===== config.mk =====
export PLATFORM = sky130hd
export DESIGN_NAME = bus_wait_sequencer
export DESIGN_NICKNAME = d
export VERILOG_FILES = /design/src/rtl/bus_pkg.sv /design/src/rtl/bus_wait_counter.sv /design/src/rtl/bus_wait_sequencer.sv
export SDC_FILE = /design/constraint.sdc
export NUM_CORES = 1
export LEC_CHECK = 0
export ABC_AREA = 1
export CORE_ASPECT_RATIO = 1.4
export CORE_MARGIN = 5
export CORE_UTILIZATION = 33
export CTS_CLUSTER_SIZE = 12
export DETAILED_ROUTE_END_ITERATION = 6
export GPL_TIMING_DRIVEN = 0
export PLACE_DENSITY_LB_ADDON = 0.12
export SLEW_MARGIN = 5
export SYNTH_ARGS = -nofsm -noshare
export SYNTH_HDL_FRONTEND = slang
export SYNTH_SLANG_ARGS = --single-unit

===== constraint.sdc =====
create_clock -name clk -period 1.7 [get_ports clk]
set_input_delay 0.425 -clock clk [delete_from_list [all_inputs] [get_ports clk]]
set_output_delay 0.425 -clock clk [all_outputs]
set_load 0.05 [all_outputs]

===== src/rtl/bus_pkg.sv =====
// Shared definitions for the bus wait-state sequencer: state encodings,
// default widths and a lowest-set-bit priority encoder.
package bus_pkg;

   typedef enum logic [1:0] {
      ST_IDLE = 2'd0,
      ST_T1   = 2'd1,
      ST_TW   = 2'd2,
      ST_T2   = 2'd3
   } bus_state_e;

   localparam int BUS_WS_W    = 4;
   localparam int BUS_TIMEOUT = 255;
   localparam int BUS_TO_W    = $clog2(BUS_TIMEOUT + 1);
   localparam int BUS_MAX_TGT = 8;

   // Scans downwards so the lowest set bit is the last one written.
   function automatic logic [2:0] lsb_index(input logic [BUS_MAX_TGT-1:0] v);
      lsb_index = 3'd0;
      for (int i = BUS_MAX_TGT - 1; i >= 0; i--)
         if (v[i]) lsb_index = 3'(i);
   endfunction

endpackage


===== src/rtl/bus_wait_counter.sv =====
// Loadable down-counter with zero flag; decrement saturates at zero.
module bus_wait_counter #(
   parameter int WIDTH = 4
) (
   input  logic             clk,
   input  logic             _rst,
   input  logic             load,
   input  logic [WIDTH-1:0] load_val,
   input  logic             dec,
   output logic             zero
);

   logic [WIDTH-1:0] cnt;

   always_ff @(posedge clk or negedge _rst) begin
      if (!_rst)
         cnt <= '0;
      else if (load)
         cnt <= load_val;
      else if (dec && cnt != '0)
         cnt <= cnt - 1'b1;
   end

   assign zero = (cnt == '0);

endmodule


===== src/rtl/bus_wait_sequencer.sv =====
// 386-style local bus cycle sequencer: T1/TW/T2 with per-target wait states.
// Optional BUS_TIMEOUT_EN forces completion when _dev_rdy never arrives.
module bus_wait_sequencer
   import bus_pkg::*;
#(
   parameter int NTARGETS = 4,
   parameter int WS_W     = BUS_WS_W,
   parameter int TIMEOUT  = BUS_TIMEOUT
) (
   input  logic                     clk,
   input  logic                     _rst,
   input  logic                     _ads,
   input  logic                     w_r,
   input  logic [NTARGETS-1:0]      sel,
   input  logic [NTARGETS*WS_W-1:0] ws_cfg,
   input  logic                     _dev_rdy,
   output logic                     _ready,
   output logic                     bce,
   output logic                     oe,
   output logic                     dir,
   output logic [NTARGETS-1:0]      cs,
   output logic                     busy,
   output logic                     err
);

   bus_state_e state, nxt;

   logic                   start;
   logic [BUS_MAX_TGT-1:0] sel_ext;
   logic [2:0]             sel_idx;
   logic                   sel_any;
   logic [WS_W-1:0]        w_sel, w_q, w_load;
   logic [NTARGETS-1:0]    cs_sel;
   logic                   tgt_vld;
   logic                   wait_zero;
   logic                   force_t2;
   logic                   busy_q;

   assign start   = !_ads && (state == ST_IDLE || state == ST_T2);
   assign sel_ext = BUS_MAX_TGT'(sel);
   assign sel_idx = lsb_index(sel_ext);
   assign sel_any = |sel;
   assign w_sel   = sel_any ? ws_cfg[int'(sel_idx)*WS_W +: WS_W] : '0;
   assign tgt_vld = |cs;
   assign w_load  = (w_q == '0) ? '0 : w_q - 1'b1;

   always_comb begin
      cs_sel = '0;
      for (int i = 0; i < NTARGETS; i++)
         if (sel_any && sel_idx == 3'(i)) cs_sel[i] = 1'b1;
   end

   bus_wait_counter #(.WIDTH(WS_W)) u_wait (
      .clk      (clk),
      ._rst     (_rst),
      .load     (state == ST_T1),
      .load_val (w_load),
      .dec      (state == ST_TW),
      .zero     (wait_zero)
   );

`ifdef BUS_TIMEOUT_EN
   localparam int TO_W = $clog2(TIMEOUT + 1);
   logic tmo_zero, tmo_wait;

   // Counts only TW cycles spent purely waiting on the device.
   assign tmo_wait = (state == ST_TW) && wait_zero && _dev_rdy;
   assign force_t2 = tmo_wait && tmo_zero;

   bus_wait_counter #(.WIDTH(TO_W)) u_tmo (
      .clk      (clk),
      ._rst     (_rst),
      .load     (state == ST_T1),
      .load_val (TO_W'(TIMEOUT - 1)),
      .dec      (tmo_wait),
      .zero     (tmo_zero)
   );

   always_ff @(posedge clk or negedge _rst) begin
      if (!_rst)
         err <= 1'b0;
      else if (start)
         err <= 1'b0;
      else if (force_t2)
         err <= 1'b1;
   end
`else
   assign force_t2 = 1'b0;
   assign err      = 1'b0;
`endif

   always_comb begin
      nxt = state;
      case (state)
         ST_IDLE: if (start) nxt = ST_T1;
         // Unclaimed cycles have W=0 and must not wait on a device.
         ST_T1:   nxt = (w_q == '0 && (!_dev_rdy || !tgt_vld)) ? ST_T2 : ST_TW;
         ST_TW:   if (wait_zero && (!_dev_rdy || force_t2)) nxt = ST_T2;
         ST_T2:   nxt = start ? ST_T1 : ST_IDLE;
         default: nxt = ST_IDLE;
      endcase
   end

   always_ff @(posedge clk or negedge _rst) begin
      if (!_rst) begin
         state  <= ST_IDLE;
         _ready <= 1'b1;
         busy_q <= 1'b0;
         oe     <= 1'b0;
         dir    <= 1'b0;
         cs     <= '0;
         w_q    <= '0;
      end else begin
         state  <= nxt;
         _ready <= (nxt != ST_T2);
         busy_q <= (nxt != ST_IDLE);
         // T2 is never entered on a start edge, so cs is already current.
         oe     <= (nxt == ST_T2) && tgt_vld && !force_t2;
         if (start) begin
            dir <= w_r;
            cs  <= cs_sel;
            w_q <= w_sel;
         end else if (nxt == ST_IDLE) begin
            cs  <= '0;
         end
      end
   end

   assign bce  = busy_q;
   assign busy = busy_q;

endmodule

==> results.md, run 1 <==
* Outcome: finished clean
* CP max stage cell: clkdlybuf4s15_1
* Via density at 4.551
* Syn_nets at 179
* Worst R2R Setup Slack at 140 ps
* Ant diodes at 0
* Clk_lat worst skew at 250 ps
* Period utilization at 95.61%
* Critical path cell sequence: buf_4 > clkdlybuf4s15_1
* Worst Path Max Fanout at 2
* Area of the die at 4799 µm²
* Maximum VDD drop at 0.9779 mV
* Slew headroom at 43.44%
* Max Root-Sink Buffers at 2
* Worst hold slack at 473.1 ps
* Initial antenna violation count at 0
* Crit. Startpoint: bce$_DFF_PN0_
* Core Util, Final at 47.59%
* Hold path depth at 2
* Inst Count DP at 221
* Fin. Hold Viols at 0
* Clock Skew at 4.030 ps
* Crit path required time at 1270 ps
* Netlist Area Pre-Place at 1155 µm²
* FMAX at 615.2 MHz
* Worst path max stage delay at 440 ps
* Fin cells at 227
* Maxcap violations at 0
* GRT Total Usage at 11.76%
* Core area at 3378 µm²
* Worst-Margin Slew at 845.7 ps
* Reg2Reg Depth at 9
* Seq/Total Area, Yosys at 39.11%
* Synth unique cells at 26
* Setup violators final at 0
* Wirelength per Cell at 11.04 µm
* CP Data Arrival Time at 1200 ps
* R2r startpoint: state[0]$_DFF_PN0_
* DRC at 0
* Via count at 1,033
* Design area at 1608 µm²
* Setup TNS at 0 ps
* Layout cell share with drive strength beyond 1 at 19.79%
* Unrepaired setup endpoints after global routing: no
* CTS tree: done
* Hold Crit Class: reg2reg
* First-pass DRT Iterations at 4
* Row cnt at 25
* Dpl cell area at 1535 µm²
* Tmin final at 1625 ps
* CTS buffer count at 3
* Initial Util at 34.19%
* Yosys warning count at 0
* Clk sinks at 18
* Total Nets Final at 219
* Worst setup path end: busy
* Startpoint Class: flop
* Die width at 60.00 µm
* Die H at 80.00 µm
* Final wirelength at 2507 µm
* Ports at 35
* Final HPWL DP at 2078 µm
* Worst-path clk slew at 70 ps
* CTS H-tree depth at 1
* Layout area overhead at 39.22%
* Setup Crit Path Kind: reg2out
* Final antenna-violating net count at 0
* Syn_area_per_cell at 7.803 µm²
* Clock root buffer: clkbuf_8
* Power per cell area at 1770 nW/µm²
* Yosys reg bits at 18
* First DRT Iteration DRCs at 15
* Port Buf Inserts at 33
* Hold_buf cts at 0
* Largest net degree at the start of global routing at 19
* Reg2reg end: cs[3]$_DFFE_PN0P_
* Leakage dissipation at 0.7917 nW
* Gp weighted congestion at 0.7692
* Gate count of the mapped netlist at 148
* Grt ovf at 0
* First-pass GRT wire length at 4209 µm
* Pins Over Slew Limit at 0
* Vias in the first global route at 1,010
* CP Capture Type: output port
* Min-delay src: dir$_DFFE_PN0P_
-- state kept, by name (all words and copies together), names as in the netlist --
signal / cells
w_q: 4
bce: 1
state: 2
dir: 1
cs: 4
_ready: 1
oe: 1
u_wait.cnt: 4
-- metrics by stage --
stage	worst slack [ps]	total power, mW
2_1_floorplan	180.2	2.075
3_3_place_gp	-43.84	2.499
3_5_place_dp	-90.51	2.538
4_1_cts	28.48	2.878
5_1_grt	11.50	3.092
6_report	74.55	2.846
-- cell families (layout without fill, tap and decap cells) --
kind of cell | Yosys count | count (layout) | share of synthesized area (%)
AND/OR/NAND/NOR | 90 | 90 | 39.00
XOR/XNOR | 1 | 1 | 0.7585
other | 1 | 1 | 0.3247
adder cells (fa/ha/maj) | 6 | 6 | 6.500
flip-flops | 18 | 18 | 39.11
buffers and inverters | 19 | 58 | 7.475
AO/OA/AOI/OAI | 13 | 13 | 6.826
-- how the worst min path moves through the flow --
| stage | to | slack [ps] |
|---|---|---|
| CTS | dir$_DFFE_PN0P_ | 470 |
| global placement | dir$_DFFE_PN0P_ | 460 |
| floorplan | bce$_DFF_PN0_ | 130 |
| detailed placement | dir$_DFFE_PN0P_ | 460 |
| global route | dir$_DFFE_PN0P_ | 510 |
| finish | dir$_DFFE_PN0P_ | 470 |
-- routing by layer --
layer | wire length (µm) | GRT usage, % | share of wire, %
met5 | 0 | 0 | 0
met2 | 1335 | 20.67 | 53
met4 | 62 | 7.982 | 2.5
met1 | 1017 | 12.70 | 41
met3 | 92 | 1.133 | 3.7
-- cells in the mapped netlist --
library cell  instances  area (µm²)
nand2_1              46       172.7
nand3_1              19       95.09
dfrtp_1              17       425.4
inv_1                12       45.04
ha_1                  6       75.07
nand3_2               6       60.06
nor2_1                6       22.52
nor2_2                5       31.28
o21ai_0               4       20.02
inv_2                 3       11.26
nand2_2               3       18.77
a21oi_1               2       10.01
a21oi_2               2       17.52
a31oi_1               2       12.51
buf_4                 2       15.01
nand2_4               2       22.52
nor2_4                2       22.52
conb_1                1       3.750
dfstp_2               1       26.28
inv_4                 1       6.260
inv_6                 1       8.760
nor3_1                1       5.000
o21ai_1               1       5.000
o22ai_1               1       6.260
o31ai_1               1       7.510
xor2_1                1       8.760
-- area by class of cell --
type                            count  area [µm²]
Inverter                           17       71.32
Buffer                              2       15.01
Clock buffer                        4       55.05
Fill cell                         379        1770
Tap cell                           40       50.05
Timing Repair Buffer               35       337.8
Multi-Input combinational cell    111       626.9
Sequential cell                    18       451.7
-- critical path: cells and delay by family (launching register included) --
family,cells,cell delay [ps]
flip-flops,1,380
buffers and inverters,2,570
-- cells in the final DEF (no fill, tap or decap) --
master	n
a21oi_1	2
inv_2	4
clkdlybuf4s50_1	24
nor2_4	2
inv_1	11
a21oi_4	1
nand2_1	46
o21ai_0	4
clkbuf_8	4
nand2_4	2
conb_1	1
ha_1	5
dfstp_2	1
nor2_2	5
nor2_1	6
o21ai_1	1
clkdlybuf4s15_2	1
ha_2	1
nand3_1	19
a21oi_2	1
nand3_2	6
nand2_2	3
inv_4	1
o22ai_1	1
a31oi_1	2
inv_6	1
dfrtp_1	17
dlygate4sd2_1	7
buf_4	4
xor2_1	1
nor3_1	1
clkdlybuf4s15_1	1
o31ai_1	1
-- repair_timing --
item / 4_1_cts / 5_1_grt
setup buffers: 2 / 0
pin swaps: 1 / 0
resized for setup: 11 / 4
endpoints found under the setup margin: 18 / 9
cloned: 0 / 0
-- power by group --
group	switching (mW)	internal, mW
registers	0.158	0.638
clock network	0.143	0.206
logic	1.10	0.599
Power figures use the tool's default switching activity.
==> run 2, diff against run 1 <==
--- a/config.mk
+++ b/config.mk
@@ -5,12 +5,12 @@
 export SDC_FILE = /design/constraint.sdc
 export NUM_CORES = 1
 export LEC_CHECK = 0
-export ABC_AREA = 1
 export CORE_ASPECT_RATIO = 1.4
 export CORE_MARGIN = 5
 export CORE_UTILIZATION = 33
-export CTS_CLUSTER_SIZE = 12
+export CTS_CLUSTER_SIZE = 8
 export DETAILED_ROUTE_END_ITERATION = 6
+export DONT_BUFFER_PORTS = 1
 export GPL_TIMING_DRIVEN = 0
 export PLACE_DENSITY_LB_ADDON = 0.12
 export SLEW_MARGIN = 5
==> run 2 against run 1 <==
Net effect:
- first-iteration DRC count increased by 73%
- non-clock buffer count fell by 25
- routed wire length grew 1.4%
- register-to-register slack got worse by 110 ps
- sequential power up 38%
- hold slack worse by 190 ps
- clock power decreased by 1%
- clock-buffer cell count unchanged
- sequential share of layout area increased by 5.5 points
- highest routed layer unchanged
==> results.md, run 2 <==
* Setup WS pre-CTS at -148.2 ps (-57.69 ps)
* First-pass GRT wire length at 4319 µm (+2.6%)
* Yosys warning count at 0 (unchanged)
* Wirelength per Cell at 15.70 µm (+42%)
* Post-synth top flop: dfrtp_1
* Ant diodes at 0 (unchanged)
* CTS tree: done
* Async set-or-reset flop fraction in the synthesized netlist at 100.0% (unchanged)
* Clk_lat worst skew at 250 ps (about the same)
* Die H at 77.80 µm (-2.7%)
* Row cnt at 24 (-4.0%)
* DRC at 0 (unchanged)
* Die width at 58.43 µm (-2.6%)
* Clk sinks at 18 (unchanged)
* Via count at 870 (-16%)
* Power per cell area at 2146 nW/µm² (+21%)
* Leakage dissipation at 0.5456 nW (-31%)
* CP Capture Type: flop
* Setup violators final at 0 (unchanged)
* Initial antenna violation count at 0 (unchanged)
* Netlist Area Pre-Place at 1084 µm² (-6.2%)
* Yosys reg bits at 18 (unchanged)
* Unrepaired setup endpoints after global routing: yes
* Final antenna-violating net count at 0 (unchanged)
* CTS H-tree depth at 1 (unchanged)
* Most common cell after layout, fill and taps aside: dfrtp_1
* Layout cell share with drive strength beyond 1 at 31.71% (+12 points)
* Maxcap violations at 0 (unchanged)
* Ranking of synthesized cells by area: dfrtp_1 39%, ha_1 6.9%, mux2i_1 4.6%, o21ai_1 3.7%, a221oi_1 3.2%
* Period utilization at 98.52% (+2.9 points)
* Pins Over Slew Limit at 0 (unchanged)
* Seq/Total Area, Yosys at 41.69% (+2.6 points)
* Seq pwr share at 37.5% (+9.5 points)
* Syn_nets at 144 (-20%)
* Layout area overhead at 25.64%
* Final HPWL DP at 1914 µm (-7.9%)
* Via density at 5.370 (+18%)
* Commonest cells post-synth: 17 x dfrtp_1, 9 x inv_1, 9 x nand2_1, 8 x nor2_1, 8 x o21ai_1
* Net switching power at 1.335 mW (-4.9%)
* Startpoint Class: flop
* Clock Skew at 2.532 ps (-1.498 ps)
* Syn_area_per_cell at 9.589 µm² (+23%)
* Vias in the first global route at 958 (-5.1%)
* Most frequent cells in the layout: 13 x dfrtp_1, 9 x nand2_1, 8 x nor2_1
* First-pass DRT Iterations at 4 (unchanged)
* Top-count cell post-synth: dfrtp_1
* Worst-Margin Slew at 810.3 ps (-35.40 ps)
* Max Root-Sink Buffers at 2 (unchanged)
* Fin. Hold Viols at 0 (unchanged)
* Gate count of the mapped netlist at 113 (-24%)
* Clock root buffer: clkbuf_8
* Gp weighted congestion at 0.7064 (-8.2%)
* Final WS setup at 25.23 ps (-49.31 ps)
* Initial Util at 34.37% (+0.18 points)
* Maximum VDD drop at 1.207 mV (+23%)
* Largest net degree at the start of global routing at 18 (-1)
* Final wirelength at 2543 µm (+1.4%)
* Slew headroom at 45.80% (+2.4 points)
* Largest regs: cs (4), u_wait.cnt (4), w_q (4)
* FMAX at 597.1 MHz (-2.9%)
* Hold Crit Class: in2reg
* Post-synth EDFFs at 0 (unchanged)
* Worst-path clk slew at 70 ps (about the same)
* Power Internal at 1.587 mW (+10%)
* Total Nets Final at 155 (-29%)
* Sw Ratio at 45.69% (-3.6 points)
* Clock Power Share at 11.8% (-0.5 points)
* Ports at 35 (unchanged)
* First DRT Iteration DRCs at 26 (+11)
* Grt ovf at 0 (unchanged)
* Outcome: finished clean
* Worst hold slack at 285.9 ps (-187.2 ps)
* Crit path required time at 1840 ps (+570 ps)
* Worst Path Max Fanout at 4 (+2)
* Design Power at 2.922 mW (+2.7%)
* Synth top area share at 39.26% (+2.4 points)
* Area of the die at 4546 µm² (-5.3%)
* Largest area contributor in the synthesized netlist: dfrtp_1
* CP Data Arrival Time at 1810 ps (+610 ps)
* Core Util, Final at 43.17% (-4.4 points)
* Synth unique cells at 37 (+42%)
* Power share of the combinational group at 50.7% (-9.1 points)
* Setup Crit Path Kind: reg2reg
* Core area at 3153 µm² (-6.7%)
* GRT Total Usage at 12.24% (+0.48 points)
* Tmin final at 1675 ps (+49.31 ps)
* CTS buffer count at 3 (unchanged)
* Port Buf Inserts at 0 (-100%)
## run 2: cell types whose count changed after synthesis, moves of 3 or more
cell	before	now
nand3_2	6	0
mux2i_1	0	5
nand3_1	19	0
a221oi_1	0	4
nand2b_1	0	3
inv_1	12	9
nor3_1	1	4
a22oi_1	0	3
nor2_2	5	0
o21ai_1	1	8
inv_2	3	0
nand2_2	3	0
o22ai_1	1	5
nand2_1	46	9
## run 2: logic make-up (layout without fill, tap and decap cells)
group	after synthesis	after routing	share of synthesized area (%)
muxes	6	6	5.658
adders and majority gates	6	6	6.928
xor gates and xnor gates	1	1	0.8085
DFF	18	18	41.69
and+or+nand+nor	35	35	17.44
AOI/OAI and AO/OA	31	31	20.44
buffers and inverters	15	25	6.697
other	1	1	0.3461
## run 2: per-layer routing
| metal | wire, µm | vias to the layer above | share of wire [%] | track usage (%) |
|---|---|---|---|---|
| li1 | - | 425 | - | - |
| met1 | 1053 | 413 | 41 | 13.99 |
| met4 | 42 | 0 | 1.7 | 4.872 |
| met2 | 1301 | 27 | 51 | 21.25 |
| met3 | 145 | 5 | 5.7 | 2.990 |
| met5 | 0 | - | 0 | 0 |
## run 2: area by class of cell
cell class,count,area [µm²]
tap,39,48.80
clock buffer,4,55.05
sequential,18,456.7
multi-input combinational,80,668.1
timing repair buffer,8,68.82
inverter,9,33.78
fill,317,1792
buffer,4,30.03
## run 2: stage by stage
step | std cells | setup TNS [ps] | instance area [µm²]
after floorplan | 113 | 0 | 1096
after global placement | 152 | -993.3 | 1145
after detailed placement | 152 | -959.1 | 1145
after CTS | 161 | -10.08 | 1290
after global routing | 162 | -46.05 | 1361
final | 162 | 0 | 1361
## run 2: repair_timing
item | in CTS | in global routing
endpoints found under the hold margin | 17 | 1
hold buffers | 1 | 1
buffers inserted | 6 | 0
endpoints found under the setup margin | 10 | 10
resized for setup | 13 | 10
pin swaps | 6 | 8
## run 2: power by group through the flow
stage | Combinational, mW | Sequential, mW | Clock (mW)
after floorplan | 0.968 | 1.03 | 0
after global placement | 1.14 | 1.08 | 0
after detailed placement | 1.16 | 1.09 | 0
after CTS | 1.36 | 1.08 | 0.355
after global routing | 1.66 | 1.13 | 0.375
final | 1.48 | 1.10 | 0.345
## run 2: final timing paths
kind                            cells past startpoint  slack [ps]                   endpoint                from
worst min-delay path                                2         290            dir$_DFFE_PN0P_                 w_r
worst min register to register                      2         610  u_wait.cnt[3]$_DFFE_PN0P_  w_q[3]$_DFFE_PN0P_
max in group asynchronous                           1         430          cs[2]$_DFFE_PN0P_                _rst
min in group asynchronous                           1         600           _ready$_DFF_PN1_                _rst
worst max-delay path                                7          30              bce$_DFF_PN0_  state[0]$_DFF_PN0_
worst max register to register                      7          30              bce$_DFF_PN0_  state[0]$_DFF_PN0_
## run 2: critical path, cell delays in order (launching register included)
cell	delay, ps
dfrtp_1	400
inv_2	80
ha_4	260
buf_6	100
nor2_4	30
and2_4	120
o32a_4	360
or2_1	200
==> run 3, diff against run 2 <==
==> constraint.sdc (replaced) <==
create_clock -name clk -period 1.4 [get_ports clk]
set_input_delay 0.35 -clock clk [delete_from_list [all_inputs] [get_ports clk]]
set_output_delay 0.35 -clock clk [all_outputs]
set_load 0.05 [all_outputs]
==> run 3 against run 2 <==
Net effect:
- the flow now finishes with violations (negative setup slack)
- clock-buffer cell count is the same
- critical path depth did not move
- worst setup slack lost 320 ps
- die area unchanged
- hold slack worse by 78 ps
- sequential power is 24% higher
- fmax shrank 1.4%
- critical endpoint unchanged
- largest power group unchanged
==> results.md, run 3 (same netlist as run 2, synthesis figures left out) <==
* First DRT Iteration DRCs at 19 (-27%)
* Worst Path Max Fanout at 4 (unchanged)
* Port Buf Inserts at 0 (unchanged)
* Crit path required time at 1540 ps (-300 ps)
* Final antenna-violating net count at 0 (unchanged)
* Largest net degree at the start of global routing at 19 (+1)
* Max Root-Sink Buffers at 2 (unchanged)
* Maximum VDD drop at 1.149 mV (-4.8%)
* Via count at 874 (+0.46%)
* Ant diodes at 0 (unchanged)
* Setup violators final at 16 (+16)
* Largest regs: cs (4), u_wait.cnt (4), w_q (4)
* Pins Over Slew Limit at 0 (unchanged)
* Startpoint Class: flop
* Initial antenna violation count at 0 (unchanged)
* Setup Crit Path Kind: reg2reg
* FMAX at 588.9 MHz (-1.4%)
* First-pass GRT wire length at 4278 µm (-0.95%)
* CTS buffer count at 3 (unchanged)
* First-pass DRT Iterations at 4 (unchanged)
* Row cnt at 24 (unchanged)
* Die H at 77.80 µm (unchanged)
* Maxcap violations at 0 (unchanged)
* Via density at 5.329 (-0.77%)
* Grt ovf at 0 (unchanged)
* Vias in the first global route at 955 (-0.31%)
* Leakage dissipation at 0.5929 nW (+8.7%)
* DRC at 0 (unchanged)
* Total Nets Final at 157 (+1.3%)
* Most common cell after layout, fill and taps aside: dfrtp_1
* Area of the die at 4546 µm² (unchanged)
* Fin. Hold Viols at 0 (unchanged)
* Power per cell area at 2677 nW/µm² (+25%)
* Dpl cell area at 1156 µm² (+0.98%)
* Core area at 3153 µm² (unchanged)
* Outcome: finished with violations
* Clk sinks at 18 (unchanged)
* Worst path max stage delay at 390 ps (about the same)
* Final WS setup at -298.1 ps (-323.4 ps)
* Setup WS pre-CTS at -409.3 ps (-261.1 ps)
* GRT Total Usage at 11.99% (-0.26 points)
* Wirelength per Cell at 15.60 µm (-0.64%)
* CTS H-tree depth at 1 (unchanged)
* Ports at 35 (unchanged)
* Worst-Margin Slew at 801.0 ps (-9.283 ps)
* CP Capture Type: flop
* Period utilization at 121.3% (+23 points)
* Clock root buffer: clkbuf_8
* Initial Util at 34.37% (unchanged)
* Layout cell share with drive strength beyond 1 at 48.00% (+16 points)
* CP Data Arrival Time at 1840 ps (+30 ps)
* Critical path cell sequence: inv_2 > ha_4 > buf_6 > nor2_4 > and2_4 > o32a_4 > or2_1
* Most frequent cells in the layout: 12 x dfrtp_1, 8 x nor2_1, 7 x buf_4
* Die width at 58.43 µm (unchanged)
* Clk_lat worst skew at 250 ps (about the same)
* Final HPWL DP at 1865 µm (-2.5%)
* CP max stage cell: dfrtp_1
* Worst-path clk slew at 70 ps (about the same)
* Design area at 1493 µm² (+9.7%)
* Slew headroom at 46.42% (+0.62 points)
* CTS tree: done
* Final wirelength at 2558 µm (+0.59%)
* Gp weighted congestion at 0.7187 (+1.7%)
* Failing checks: negative setup slack
* Tmin final at 1698 ps (+23.36 ps)
* Fillers at 310 (-2.2%)
* Unrepaired setup endpoints after global routing: yes
* Layout area overhead at 37.76%
* Hold Crit Class: in2reg
* Worst hold slack at 208.1 ps (-77.85 ps)
* Clock Skew at 6.420 ps (+3.888 ps)
-- run 3: changes by cell type in the layout (fill, tap and decap cells not counted), moves of 2 or more --
cell,change
inv_2,+2
nand2_1,-3
o21ai_4,+2
a221oi_2,+2
o22ai_1,-3
inv_1,-2
buf_6,+2
a221oi_1,-2
nand2_2,+3
o22ai_2,+3
-- run 3: repair_timing --
action	CTS	global route
hold buffers	1	0
pin swaps	7	14
endpoints found under the hold margin	18	0
resized for setup	23	19
setup buffers	8	0
setup endpoints to repair	16	18
-- run 3: worst max-delay path, delay by kind of cell (launching register included) --
kind	cells	cell delay (ps)
AO/OA/AOI/OAI	1	390
flip-flops	1	390
adder cells (fa/ha/maj)	1	270
buffers and inverters	2	170
AND/OR/NAND/NOR	3	360
-- run 3: final timing paths --
path | startpoint | endpoint | slack, ps | cells past startpoint
min reg2reg | w_q[3]$_DFFE_PN0P_ | u_wait.cnt[2]$_DFFE_PN0P_ | 610 | 2
min | w_r | dir$_DFFE_PN0P_ | 210 | 2
max reg2reg | state[0]$_DFF_PN0_ | bce$_DFF_PN0_ | -300 | 7
min in group asynchronous | _rst | dir$_DFFE_PN0P_ | 630 | 1
max in group asynchronous | _rst | cs[1]$_DFFE_PN0P_ | 220 | 1
max | state[0]$_DFF_PN0_ | bce$_DFF_PN0_ | -300 | 7
-- run 3: final cells by class --
class	instances	area (µm²)	area share [%]
clock buffer	4	55.05	3.688
multi-input combinational	80	780.7	52.31
sequential	18	457.9	30.68
inverter	9	33.78	2.263
timing repair buffer	9	77.57	5.197
buffer	5	38.79	2.598
tap	39	48.80	3.269
-- run 3: report_power, final --
part	total (mW)	switching (mW)	internal, mW
registers	1.36	0.580	0.784
logic	2.22	1.06	1.16
clock network	0.409	0.160	0.249
total	4.00	1.80	2.19
-- run 3: through the flow --
step           TNS (ps)  utilization, %  cells  power, mW
2_1_floorplan     -2144               -    113      2.444
3_3_place_gp      -3963           36.67    152      2.706
3_5_place_dp      -4288           36.67    152      2.740
4_1_cts           -3138           43.97    164      3.728
5_1_grt           -3840           47.34    164      4.295
6_report          -2739           47.34    164      3.995
-- run 3: per-layer routing --
| metal | routed length (µm) | GRT usage, % |
|---|---|---|
| met1 | 1057 | 14.45 |
| met2 | 1326 | 20.25 |
| met3 | 146 | 2.492 |
| met4 | 27 | 4.872 |
| met5 | 0 | 0 |
